--- src/rtl/id_ex_register.sv ---
// ID/EX pipeline register: latches decoded ID state into EX, turning bubble/flush into a NOP.
// Optional performance counters are enabled with ID_EX_PERF_COUNT_EN.
module id_ex_register #(
  parameter int unsigned CTRL_WIDTH = 16,
  parameter logic [31:0] NOP_INSTR  = 32'h00000000
) (
  input  logic                  clk,
  input  logic                  rst,
  input  logic                  stall,
  input  logic                  flush,
  input  logic                  bubble,
  input  logic                  valid_ID,
  input  logic [31:0]           instruction_ID,
  input  logic [31:0]           pc_ID,
  input  logic [31:0]           regAData_ID,
  input  logic [31:0]           regBData_ID,
  input  logic [31:0]           imm_ID,
  input  logic [4:0]            regA_ID,
  input  logic [4:0]            regB_ID,
  input  logic                  regARead_ID,
  input  logic                  regBRead_ID,
  input  logic [4:0]            regWrite_ID,
  input  logic                  regWriteEnable_ID,
  input  logic [CTRL_WIDTH-1:0] ctrl_ID,
  output logic                  valid_EX,
  output logic [31:0]           instruction_EX,
  output logic [31:0]           pc_EX,
  output logic [31:0]           regAData_EX,
  output logic [31:0]           regBData_EX,
  output logic [31:0]           imm_EX,
  output logic [4:0]            regA_EX,
  output logic [4:0]            regB_EX,
  output logic                  regARead_EX,
  output logic                  regBRead_EX,
  output logic [4:0]            regWrite_EX,
  output logic                  regWriteEnable_EX,
  output logic [CTRL_WIDTH-1:0] ctrl_EX,
  output logic                  holdFront
`ifdef ID_EX_PERF_COUNT_EN
  ,
  output logic [31:0]           bubbleCount,
  output logic [31:0]           flushCount
`endif
);

  // Flush wins over bubble: the dependent instruction is on the wrong path.
  assign holdFront = bubble & ~flush & ~stall;

  // Reset image and NOP image are identical, so both share one branch.
  always_ff @(posedge clk) begin
    if (rst || (!stall && (flush || bubble))) begin
      valid_EX          <= 1'b0;
      instruction_EX    <= NOP_INSTR;
      pc_EX             <= '0;
      regAData_EX       <= '0;
      regBData_EX       <= '0;
      imm_EX            <= '0;
      regA_EX           <= '0;
      regB_EX           <= '0;
      regARead_EX       <= 1'b0;
      regBRead_EX       <= 1'b0;
      regWrite_EX       <= '0;
      regWriteEnable_EX <= 1'b0;
      ctrl_EX           <= '0;
    end else if (!stall) begin
      valid_EX          <= valid_ID;
      instruction_EX    <= instruction_ID;
      pc_EX             <= pc_ID;
      regAData_EX       <= regAData_ID;
      regBData_EX       <= regBData_ID;
      imm_EX            <= imm_ID;
      regA_EX           <= regA_ID;
      regB_EX           <= regB_ID;
      regARead_EX       <= regARead_ID;
      regBRead_EX       <= regBRead_ID;
      regWrite_EX       <= regWrite_ID;
      regWriteEnable_EX <= regWriteEnable_ID;
      ctrl_EX           <= ctrl_ID;
    end
  end

`ifdef ID_EX_PERF_COUNT_EN
  always_ff @(posedge clk) begin
    if (rst) begin
      bubbleCount <= '0;
      flushCount  <= '0;
    end else if (!stall) begin
      if (flush) flushCount <= flushCount + 32'd1;
      else if (bubble) bubbleCount <= bubbleCount + 32'd1;
    end
  end
`endif

endmodule

--- config.mk ---
export PLATFORM = sky130hd
export DESIGN_NAME = id_ex_register
export DESIGN_NICKNAME = d
export VERILOG_FILES = /design/src/rtl/id_ex_register.sv
export SDC_FILE = /design/constraint.sdc
export NUM_CORES = 1
export LEC_CHECK = 0
export ABC_AREA = 1
export CORE_AREA = 2 2 156 158
export CTS_CLUSTER_DIAMETER = 120
export CTS_CLUSTER_SIZE = 30
export DETAILED_ROUTE_END_ITERATION = 10
export DIE_AREA = 0 0 158 160
export GPL_TIMING_DRIVEN = 0
export HOLD_SLACK_MARGIN = 0.08
export PLACE_DENSITY = 0.72
export REMOVE_ABC_BUFFERS = 1
export SYNTH_ARGS = -nofsm -noshare
export SYNTH_HDL_FRONTEND = slang
export SYNTH_SLANG_ARGS = --single-unit
--- constraint.sdc ---
create_clock -name clk -period 1.1 [get_ports clk]
set_input_delay 0.165 -clock clk [delete_from_list [all_inputs] [get_ports clk]]
set_output_delay 0.165 -clock clk [all_outputs]
set_load 0.005 [all_outputs]
Word-level counts from Yosys, hierarchy flattened
Index checks and enable logic that the tools add are counted.
{"block": "word_totals", "register_bits": 195, "latchBits": 0, "mem_bits_rw": 0, "romBits": 0, "output_inout_bits": 196, "word_cells": 21, "mem_count": 0}
{"block": "op_classes", "addsub": 0, "mul": 0, "div": 0, "n_lt_le_gt_ge": 0, "eq_ne": 0, "shift": 0, "n_mux": 0, "n_bitwise": 4, "reduce_logical": 4}
{"operator": "$and 1x1->1", "n": 2}
{"operator": "$logic_or 1x1->1", "n": 2}
{"operator": "$not 1->1", "n": 2}
{"operator": "$logic_and 1x1->1", "n": 1}
{"operator": "$logic_not 1->1", "n": 1}

Depth between registers and ports, before layout
{"block": "depth", "ltp_word": 3, "depth_mapped": 7, "ltp_nobuf": 4}

Worst setup path before layout
OpenSTA, ideal clock, no wires.
{"block": "synth_timing", "kind": "input -> register", "startpoint": "in stall", "endpoint": "reg instruction_EX[0]", "setup_time_ps": 112, "arrival_ps": 898, "setup_slack_ps": 90, "path_stages": 7, "n_path_buf": 3, "cell_sequence": "buf_4 -> inv_4 -> o21ai_2 -> nand2_2 -> buf_2 -> buf_4 -> nor2_1"}
{"block": "synth_via", "elab_chain_len": 3}
{"element": "start, declared", "line": "9", "source": "input logic stall,"}
{"element": "$logic_not 1->1"}
{"element": "$logic_and 1x1->1", "line": "51", "source": "if (rst || (!stall && (flush || bubble))) begin"}
{"element": "$logic_or 1x1->1", "line": "51"}
{"element": "end signal, assigned", "line": "67", "source": "instruction_EX <= instruction_ID;"}
{"element": "end, declared", "line": "26", "source": "output logic [31:0] instruction_EX,"}
Several ways; a longest one is shown, not always the timed one.
A chain may end at the register's enable or synchronous reset.

Worst setup path in the final report
{"block": "layout_timing", "startpoint": "in stall", "endpoint": "reg instruction_EX[14]"}
Same word-level chain as after synthesis.

==> flow_metrics.tcl <==
set metrics [dict create \
    die_area_sq_um 25300 \
    numCtsBuffers 17 \
    utilization_pct 50.7 \
    finalInstanceArea_sq_um 12100 \
    cp_slowest_stage_delay_ns 0.34 \
    synth_top_family_by_area "simple AND/OR/NAND/NOR gates" \
    cts_max_level 4 \
    synth-simple-area-share_pct 44.1 \
    drt_iter0_drc 385 \
    power-per-cell-area_nw_per_um2 1330 \
    min_path_type "input port to register" \
    antenna_found_initial 0 \
    fin_nets 1623 \
    wl_per_cell_um 15.1 \
    power_mw 16.1 \
    syn_inst 1045 \
    dieHeight_um 160 \
    drtPass1Iterations 6 \
    maxCapViolCount 0 \
    worst_pin_slew_ns 0.484 \
    final_common_cell "nand2_1" \
    crit_chain "buf_16, buf_16, inv_16, buf_16, nand2_1, and2_1, nor2_1" \
    cts_sinks 195 \
    cp_common_cell "buf_16" \
    antenna_cells 0 \
    fmax_mhz 954 \
    skew_ns 0 \
    globalRouteTotalUtil_pct 20.3 \
    relSlewSlack_pct 67.7 \
    cts_root_buffer "clkbuf_16" \
    cts_hold_buf 0 \
    io_buffers 395 \
    synth-seq-area-share_pct 50.2 \
    postSynthAreaPerCell_sq_um 7.44 \
    synthXorXnorAreaFrac_pct 0 \
    cts_tree "yes" \
    placed_cells 1703 \
    final_cells 1759 \
    grt_setup_unrepaired "no" \
    ys_ff_latch 195 \
    clockBufferDepth 2 \
    clk_pin_slew_worst_paths_ns 0.08 \
    peakVddDrop_v 0.000803 \
    vias_per_cell 4.34 \
    yosys_warnings 0 \
    grt_pass1_vias 7314 \
    synthMuxAreaShare_pct 0 \
    setup_viol 0 \
    fin_crit_sh_pct 95.3 \
    p_leak_nw 5.24 \
    die_w_um 158 \
    post-place-ws_ns -1.60 \
    layout-drive-gt1-share_pct 30.7 \
    synthAdderAreaFrac_pct 0 \
    finalHoldViolCount 0 \
    wl_um 26600 \
    cp-start-kind "input port" \
    initial_core_util_pct 32.7 \
    setup_ws_ns 0.0516 \
    synth_area_sq_um 7780 \
    syn_to_final_growth_pct 55.4 \
    synth-compound-area-share_pct 0.113 \
    final_antenna_net_count 0 \
    ys_types 13 \
    fin_crit_ns 1.05 \
    vias 7636 \
    crit_type "input port to register" \
    core_area_sq_um 23800 \
    num_rows 57 \
    gp_congestion 0.752 \
    outcome "complete, no violations" \
    arrival_ns 1.41 \
    endpoint_kind "register" \
    layout_common_cells "391 x nand2_1, 196 x clkdlybuf4s50_1, 195 x nor2_1" \
    io_pins 396 \
    insertion_delay_ns 0.42 \
    grt_pass1_wl_um 39700 \
    cp_slowest_cell "buf_16" \
    slew_violations 0 \
    gr-total-overflow 0 \
    placed_area_sq_um 11800 \
    drcViolationCount 0 \
    path_max_fanout 111 \
    detailed_place_hpwl_um 15400 \
    required_ns 1.46 \
    grt_max_degree 112 \
]
## worst paths after layout
check | from | end | slack, ns | cells after the start
max | stall | instruction_EX[14] | 0.05 | 7
min | stall | pc_EX[9] | 0.16 | 4
max reg2reg | regAData_EX[20] | regAData_EX[20] | 0.33 | 4
min reg2reg | regBData_EX[8] | regBData_EX[8] | 0.55 | 3
## layer usage
metal | track usage [%] | part of all wire [%] | vias to the layer above
met5 | 0 | 0 | -
met4 | 7.86 | 2.9 | 0
met3 | 6.05 | 7.3 | 48
met2 | 34.8 | 48 | 273
met1 | 23.6 | 41 | 3458
li1 | - | - | 3857
## power breakdown
| group | switching (mW) | internal (mW) | leakage [nW] |
|---|---|---|---|
| registers | 0.131 | 7.39 | 1.67 |
| clock network | 3.00 | 3.11 | 0.282 |
| logic | 1.06 | 1.36 | 3.29 |
| total | 4.19 | 11.9 | 5.24 |
## critical path: cells and delay by family
kind          cells  cell delay, ns
buf+inv           4            0.72
simple gates      3            0.41
## metrics by stage
stage          hold slack, ns  setup TNS, ns
6_report                0.165              0
5_1_grt                 0.159              0
4_1_cts                 0.153              0
3_5_place_dp            0.541        -282.31
3_3_place_gp            0.536       -2486.48
2_1_floorplan           0.361        -403.54
## repair_timing
action,CTS,global route
endpoints found under the setup margin,391,72
setup buffers,12,0
resized for setup,965,15
pin swaps,2,1
gates cloned,12,1
## cell usage after synthesis
cell / n / area, sq um
nand2_1: 391 / 1470
nor2_1: 196 / 736
dfxtp_1: 195 / 3900
and2_0: 150 / 938
and2_1: 45 / 282
buf_2: 35 / 175
buf_4: 14 / 105
buf_6: 12 / 135
clkbuf_1: 3 / 11.3
inv_1: 1 / 3.75
inv_4: 1 / 6.26
nand2_2: 1 / 6.26
o21ai_2: 1 / 8.76
## area by class of cell
type	instances	area, sq um
clock buffers	19	453
clock inverters	12	120
fillers	2355	11700
inverters	2	27.5
multi-input cells	786	3490
flip-flops and latches	195	4130
well taps	324	405
repair buffers	418	3430
repair inverters	3	28.8
## sequential cells by signal, summed over array words and instances (netlist names)
| register | count |
|---|---|
| instruction_EX | 32 |
| imm_EX | 32 |
| regBRead_EX | 1 |
| regAData_EX | 32 |
| regB_EX | 5 |
| regBData_EX | 32 |
| pc_EX | 32 |
| regWrite_EX | 5 |
| valid_EX | 1 |
| regARead_EX | 1 |
| ctrl_EX | 16 |
| regA_EX | 5 |
| regWriteEnable_EX | 1 |
## kinds of logic after synthesis
family          after synthesis
compound gates                1
buf+inv                      66
flops                       195
simple gates                783
No activity file was read; power rests on OpenSTA's default activity.
